## src/rtl/mem_wb.sv

```systemverilog
// Purpose : MEM/WB stage. Retires ALU results directly and holds a load until
//           its memory response arrives, then extracts and extends the load value.
// Latency : 1 cycle from an accepted ALU op, or from mem_rvalid_i, to the w_en pulse.
// Backpressure: stall_o is high for the whole time a load is outstanding. While it
//           is high, valid_i is ignored.
//
// Ports:
//   clk, reset                     rising-edge clock, synchronous active-high reset
//   valid_i, reg_write_i,          instruction from EX/MEM
//   is_load_i, load_funct3_i,
//   addr_lo_i, alu_result_i,
//   writebackaddr_i
//   mem_rvalid_i, mem_rdata_i      single-cycle load response (aligned word)
//   w_en, w_addr, w_data           register-file write port toward ID
//   stall_o                        upstream hold while a load is outstanding
//   retired_cnt_o                  retired-instruction counter (MEM_WB_RETIRE_CNT_EN only)
//
// Build option: define MEM_WB_RETIRE_CNT_EN to add the 32-bit retired counter.
module mem_wb (
   input  logic        clk,
   input  logic        reset,
   input  logic        valid_i,
   input  logic        reg_write_i,
   input  logic        is_load_i,
   input  logic [2:0]  load_funct3_i,
   input  logic [1:0]  addr_lo_i,
   input  logic [31:0] alu_result_i,
   input  logic [4:0]  writebackaddr_i,
   input  logic        mem_rvalid_i,
   input  logic [31:0] mem_rdata_i,
   output logic        w_en,
   output logic [4:0]  w_addr,
   output logic [31:0] w_data,
   output logic        stall_o
`ifdef MEM_WB_RETIRE_CNT_EN
   ,
   output logic [31:0] retired_cnt_o
`endif
);

   typedef enum logic {IDLE = 1'b0, WAIT_LOAD = 1'b1} state_t;

   state_t      state_q, state_d;
   logic        w_en_q, w_en_d;
   logic [4:0]  w_addr_q, w_addr_d;
   logic [31:0] w_data_q, w_data_d;

   // Context of the outstanding load
   logic [4:0]  ld_rd_q, ld_rd_d;
   logic [2:0]  ld_f3_q, ld_f3_d;
   logic [1:0]  ld_lo_q, ld_lo_d;
   logic        ld_rw_q, ld_rw_d;

   // Select the addressed byte/halfword and extend it. For halfwords only
   // addr_lo[1] matters, so odd halfword addresses do not trap.
   function automatic logic [31:0] extract(input logic [2:0]  f3,
                                           input logic [1:0]  lo,
                                           input logic [31:0] word);
      logic [7:0]  b;
      logic [15:0] h;
      logic [31:0] r;
      case (lo)
         2'd0:    b = word[7:0];
         2'd1:    b = word[15:8];
         2'd2:    b = word[23:16];
         default: b = word[31:24];
      endcase
      h = lo[1] ? word[31:16] : word[15:0];
      case (f3)
         3'b000:  r = {{24{b[7]}}, b};
         3'b100:  r = {24'd0, b};
         3'b001:  r = {{16{h[15]}}, h};
         3'b101:  r = {16'd0, h};
         default: r = word;            // lw and the unused encodings
      endcase
      return r;
   endfunction

   always_comb begin
      state_d  = state_q;
      w_en_d   = 1'b0;
      w_addr_d = w_addr_q;
      w_data_d = w_data_q;
      ld_rd_d  = ld_rd_q;
      ld_f3_d  = ld_f3_q;
      ld_lo_d  = ld_lo_q;
      ld_rw_d  = ld_rw_q;
      case (state_q)
         IDLE: begin
            if (valid_i) begin
               if (is_load_i) begin
                  ld_rd_d = writebackaddr_i;
                  ld_f3_d = load_funct3_i;
                  ld_lo_d = addr_lo_i;
                  ld_rw_d = reg_write_i;
                  state_d = WAIT_LOAD;
               end else if (reg_write_i && (writebackaddr_i != 5'd0)) begin
                  w_en_d   = 1'b1;
                  w_addr_d = writebackaddr_i;
                  w_data_d = alu_result_i;
               end
            end
         end
         WAIT_LOAD: begin
            // A load to x0 or with reg_write clear still waits for its
            // response, so upstream stays in step with memory.
            if (mem_rvalid_i) begin
               state_d = IDLE;
               if (ld_rw_q && (ld_rd_q != 5'd0)) begin
                  w_en_d   = 1'b1;
                  w_addr_d = ld_rd_q;
                  w_data_d = extract(ld_f3_q, ld_lo_q, mem_rdata_i);
               end
            end
         end
         default: state_d = IDLE;
      endcase
   end

   always_ff @(posedge clk) begin
      if (reset) begin
         state_q  <= IDLE;
         w_en_q   <= 1'b0;
         w_addr_q <= 5'd0;
         w_data_q <= 32'd0;
         ld_rd_q  <= 5'd0;
         ld_f3_q  <= 3'd0;
         ld_lo_q  <= 2'd0;
         ld_rw_q  <= 1'b0;
      end else begin
         state_q  <= state_d;
         w_en_q   <= w_en_d;
         w_addr_q <= w_addr_d;
         w_data_q <= w_data_d;
         ld_rd_q  <= ld_rd_d;
         ld_f3_q  <= ld_f3_d;
         ld_lo_q  <= ld_lo_d;
         ld_rw_q  <= ld_rw_d;
      end
   end

   assign w_en    = w_en_q;
   assign w_addr  = w_addr_q;
   assign w_data  = w_data_q;
   assign stall_o = (state_q == WAIT_LOAD);

`ifdef MEM_WB_RETIRE_CNT_EN
   // An instruction retires when a non-load is accepted or a load completes,
   // whether or not it actually writes the register file.
   logic        retire;
   logic [31:0] retired_cnt_q;

   assign retire = ((state_q == IDLE) && valid_i && !is_load_i) ||
                   ((state_q == WAIT_LOAD) && mem_rvalid_i);

   always_ff @(posedge clk) begin
      if (reset) begin
         retired_cnt_q <= 32'd0;
      end else if (retire) begin
         retired_cnt_q <= retired_cnt_q + 32'd1;   // wraps naturally
      end
   end

   assign retired_cnt_o = retired_cnt_q;
`endif

endmodule

```

## config.mk

```make
export PLATFORM = sky130hd
export DESIGN_NAME = mem_wb
export DESIGN_NICKNAME = d
export VERILOG_FILES = /design/src/rtl/mem_wb.sv
export SDC_FILE = /design/constraint.sdc
export NUM_CORES = 1
export LEC_CHECK = 0
export BUFFER_PORTS_ARGS = -buffer_cell sky130_fd_sc_hd__buf_2
export CAP_MARGIN = 0
export CELL_PAD_IN_SITES_DETAIL_PLACEMENT = 1
export CELL_PAD_IN_SITES_GLOBAL_PLACEMENT = 2
export CORE_MARGIN = 3
export CORE_UTILIZATION = 28
export DETAILED_ROUTE_END_ITERATION = 7
export GPL_TIMING_DRIVEN = 0
export PLACE_DENSITY = 0.9
export SKIP_CTS_REPAIR_TIMING = 1
export SLEW_MARGIN = 25
export SYNTH_ARGS = -nofsm -noshare
export SYNTH_HDL_FRONTEND = slang
export SYNTH_SLANG_ARGS = --single-unit
```

## constraint.sdc

```tcl
create_clock -name clk -period 6 [get_ports clk]
set_input_delay 0 -clock clk [delete_from_list [all_inputs] [get_ports clk]]
set_output_delay 0 -clock clk [all_outputs]
set_load 0.05 [all_outputs]
```

==> results.md <==
- Hold Path Stages: 3
- Syn avg cell area: 7.81 sq um
- Global-route wire length before repair: 17,800 um
- Routed len/inst: 18.3 um
- Peak supply drop: 0.0000878 V
- Post-Place Setup Slack: 3.57 ns
- Core box area: 9820 sq um
- Placer Congestion: 0.888
- I/O pins: 119
- CTS tree: done
- Vias in the first global route: 3,452
- Actual transition at the worst max-transition pin: 0.669 ns
- Leakage component of the power: 1.61 nW
- Reg-to-reg setup timing slack: 3.56 ns
- Dominant register cell in the synthesized netlist: dfxtp_1
- Number of buffer cells added on primary ports: 117
- Y dimension of the die: 107 um
- Diode count: 0
- MaxCap Viol Count: 0
- Type of the setup path with the least slack: flip-flop to flip-flop
- Fin crit share: 40.6%
- Max FO, Critical Path: 10
- Final WS setup: 3.56 ns
- Die boundary width: 107 um
- Clock tree root buffer cell: clkbuf_8
- Sum of net half-perimeters after detailed placement: 8900 um
- Clock slew at the register clock pins of the worst setup and hold paths: 0.09 ns
- Aggregate routed wire length: 11,700 um
- Number of register bits inferred by synthesis: 50
- Setup repair after global routing missed its margin: false
- Initial DRC Count: 197
- Status: complete, but fails checks
- Register-to-Register Path Depth: 6
- Final-layout worst hold slack: -0.0412 ns
- Number of detailed-route iterations in the first pass: 4
- Sequential-to-total area share from yosys stat: 35.2%
- Hold path startpoint: reg_write_i
- Element type at the critical path end: flip-flop
- Proportion of register bits with asynchronous set or reset after synthesis: 0%
- Longest Clk Path Bufs: 2
- Number of nets produced by synthesis: 444
- CP required: 6.18 ns
- Final Hold Viols: 3
- Max-slew violation count: 0
- Cells after synthesis: 364
- Portion of synthesized cell area occupied by the leading cell type: 35.2%
- Fmax achieved: 410 MHz
- Pin count of the biggest net entering global routing: 17
- Starting utilization of the core area: 29.0%
- Final setup violation count: 0
- Number of clock sinks: 50
- Power density normalized to cell area: 212 nW/um^2
- Arr. time, crit path: 2.61 ns
- Failing checks: negative hold slack
- Endpoint with the worst hold slack: ld_rw_q
- Commonest cells in the netlist: dfxtp_1 (50), nand2_1 (44), clkbuf_1 (34)
- Level count of the clock H-tree: 2
- Number of antenna violations at the first check in global routing: 0
- Time the worst path needs with I/O delays and setup: 2.44 ns
- Global Route Usage Sum: 19.5%
- Synth Cell Area: 2840 sq um
- Library cell with the largest summed area after synthesis: dfxtp_1
- Most common cell in the synthesized netlist: dfxtp_1
- Source-to-sink clock delay at the later pin of the worst-skew pair: 0.33 ns
- Worst r2r src: stall_o
- Net total in the final layout: 585
- Kind of path behind the tightest hold check: primary input to flip-flop
- Max_slew headroom: 55.4%
- Total number of yosys warnings: 0
- Avg Vias per Cell: 5.28
- Number of synthesized flops with an enable pin: 0
- Fin Clk Skew: 0.0144 ns
- Fraction of layout cells with a size suffix above 1: 26.5%
- Num rows: 36
- Nature of the critical path startpoint: flip-flop
- Sum of overflow across all layers after global routing: 0
- Number of unique standard cell types used by synthesis: 36
- Fill cell count: 1,261
- Total Die Area: 11,400 sq um
- Antenna Violating Nets Remaining: 0
- DRC errors left: 0
- Post-synthesis to final-layout area growth: 36.4%
- Post-route setup TNS: 0 ns
- Worst reg2reg endpoint: w_data[19]
- Inserted Clock Buffers: 5
- Number of vias in the routed layout: 3,371
- Largest cells by area after synthesis: dfxtp_1 (35%), nand2_1 (5.8%), mux2i_1 (5.6%)
[cells in the final DEF (no fill, tap or decap), types with 2 or more instances in the layout]
cell type	instances
nand3_1	17
a211oi_1	5
clkbuf_8	5
or2_2	2
dfxtp_1	50
o21ai_1	2
nor2_1	22
o211ai_1	15
a21oi_1	3
a311oi_1	15
inv_1	3
o22ai_1	23
o2111ai_1	8
a31oi_1	7
clkbuf_1	34
and3_1	8
and3b_1	2
nor2b_1	11
buf_2	120
nand3b_1	8
dlygate4sd3_1	17
nor3_1	23
mux2i_1	16
clkinv_1	2
nand2_1	44
nor3b_1	7
o21ai_0	15
clkinvlp_4	2
nand2b_1	9
[kinds of logic (layout without fill, tap and decap cells)]
logic type             after synthesis  in the layout  share of synthesized area, %
AOI/OAI and AO/OA                   99             99                          24.6
buffers and inverters               43            185                          6.07
DFF                                 50             50                          35.2
muxes                               17             17                          6.42
and+or+nand+nor                    155            155                          27.7
[power by group]
| part | switching (W) | internal, W | leakage, nW |
|---|---|---|---|
| clock | 0.000124 | 0.000124 | 0.0504 |
| sequential | 0.00000991 | 0.000348 | 0.408 |
| combinational | 0.000139 | 0.0000770 | 1.15 |
[sequential cells by signal, indices dropped and copies added, names as in the netlist]
name     cells
w_en         1
ld_rd_q      5
ld_lo_q      2
w_data      32
ld_f3_q      3
w_addr       5
ld_rw_q      1
stall_o      1
[critical path: stages (launching register included)]
cell and delay, ns:
dfxtp_1 0.37, nand4bb_1 0.19, a21oi_1 0.54, or2_2 0.22
clkbuf_1 0.31, clkbuf_1 0.52, o22ai_1 0.15
[per-layer routing]
layer | global-route usage [%] | up-vias | wire length, um
li1 | - | 1638 | -
met1 | 26.1 | 1612 | 5410
met2 | 32.3 | 109 | 5490
met3 | 3.13 | 12 | 626
met4 | 5.75 | 0 | 176
met5 | 0 | - | 0
[stage by stage]
stage,util (%),std cells,instance area [sq um],total power (W)
2_1_floorplan,-,364,2840,0.000494
3_3_place_gp,36.6,614,3600,0.000564
3_5_place_dp,36.6,614,3600,0.000571
4_1_cts,37.8,622,3710,0.000818
5_1_grt,39.5,639,3880,0.000859
6_report,39.5,639,3880,0.000821
[worst max path at each step]
stage	start	endpoint	slack (ns)
CTS	stall_o	w_data[19]	3.55
floorplan	stall_o	w_data[10]	4.02
detailed placement	stall_o	w_addr[0]	3.57
finish	stall_o	w_data[19]	3.56
global placement	stall_o	w_addr[1]	3.62
global route	stall_o	w_data[19]	3.40
[area by class of cell]
type / instances / area [sq um] / share of cell area [%]
clock inverter: 3 / 45.0 / 1.16
buffer: 38 / 154 / 3.97
tap: 133 / 166 / 4.29
inverter: 5 / 18.8 / 0.484
clock buffer: 5 / 68.8 / 1.77
sequential: 50 / 1000 / 25.8
timing repair buffer: 134 / 756 / 19.5
multi-input combinational: 271 / 1670 / 43.1
No activity file was read; power rests on OpenSTA's default activity.
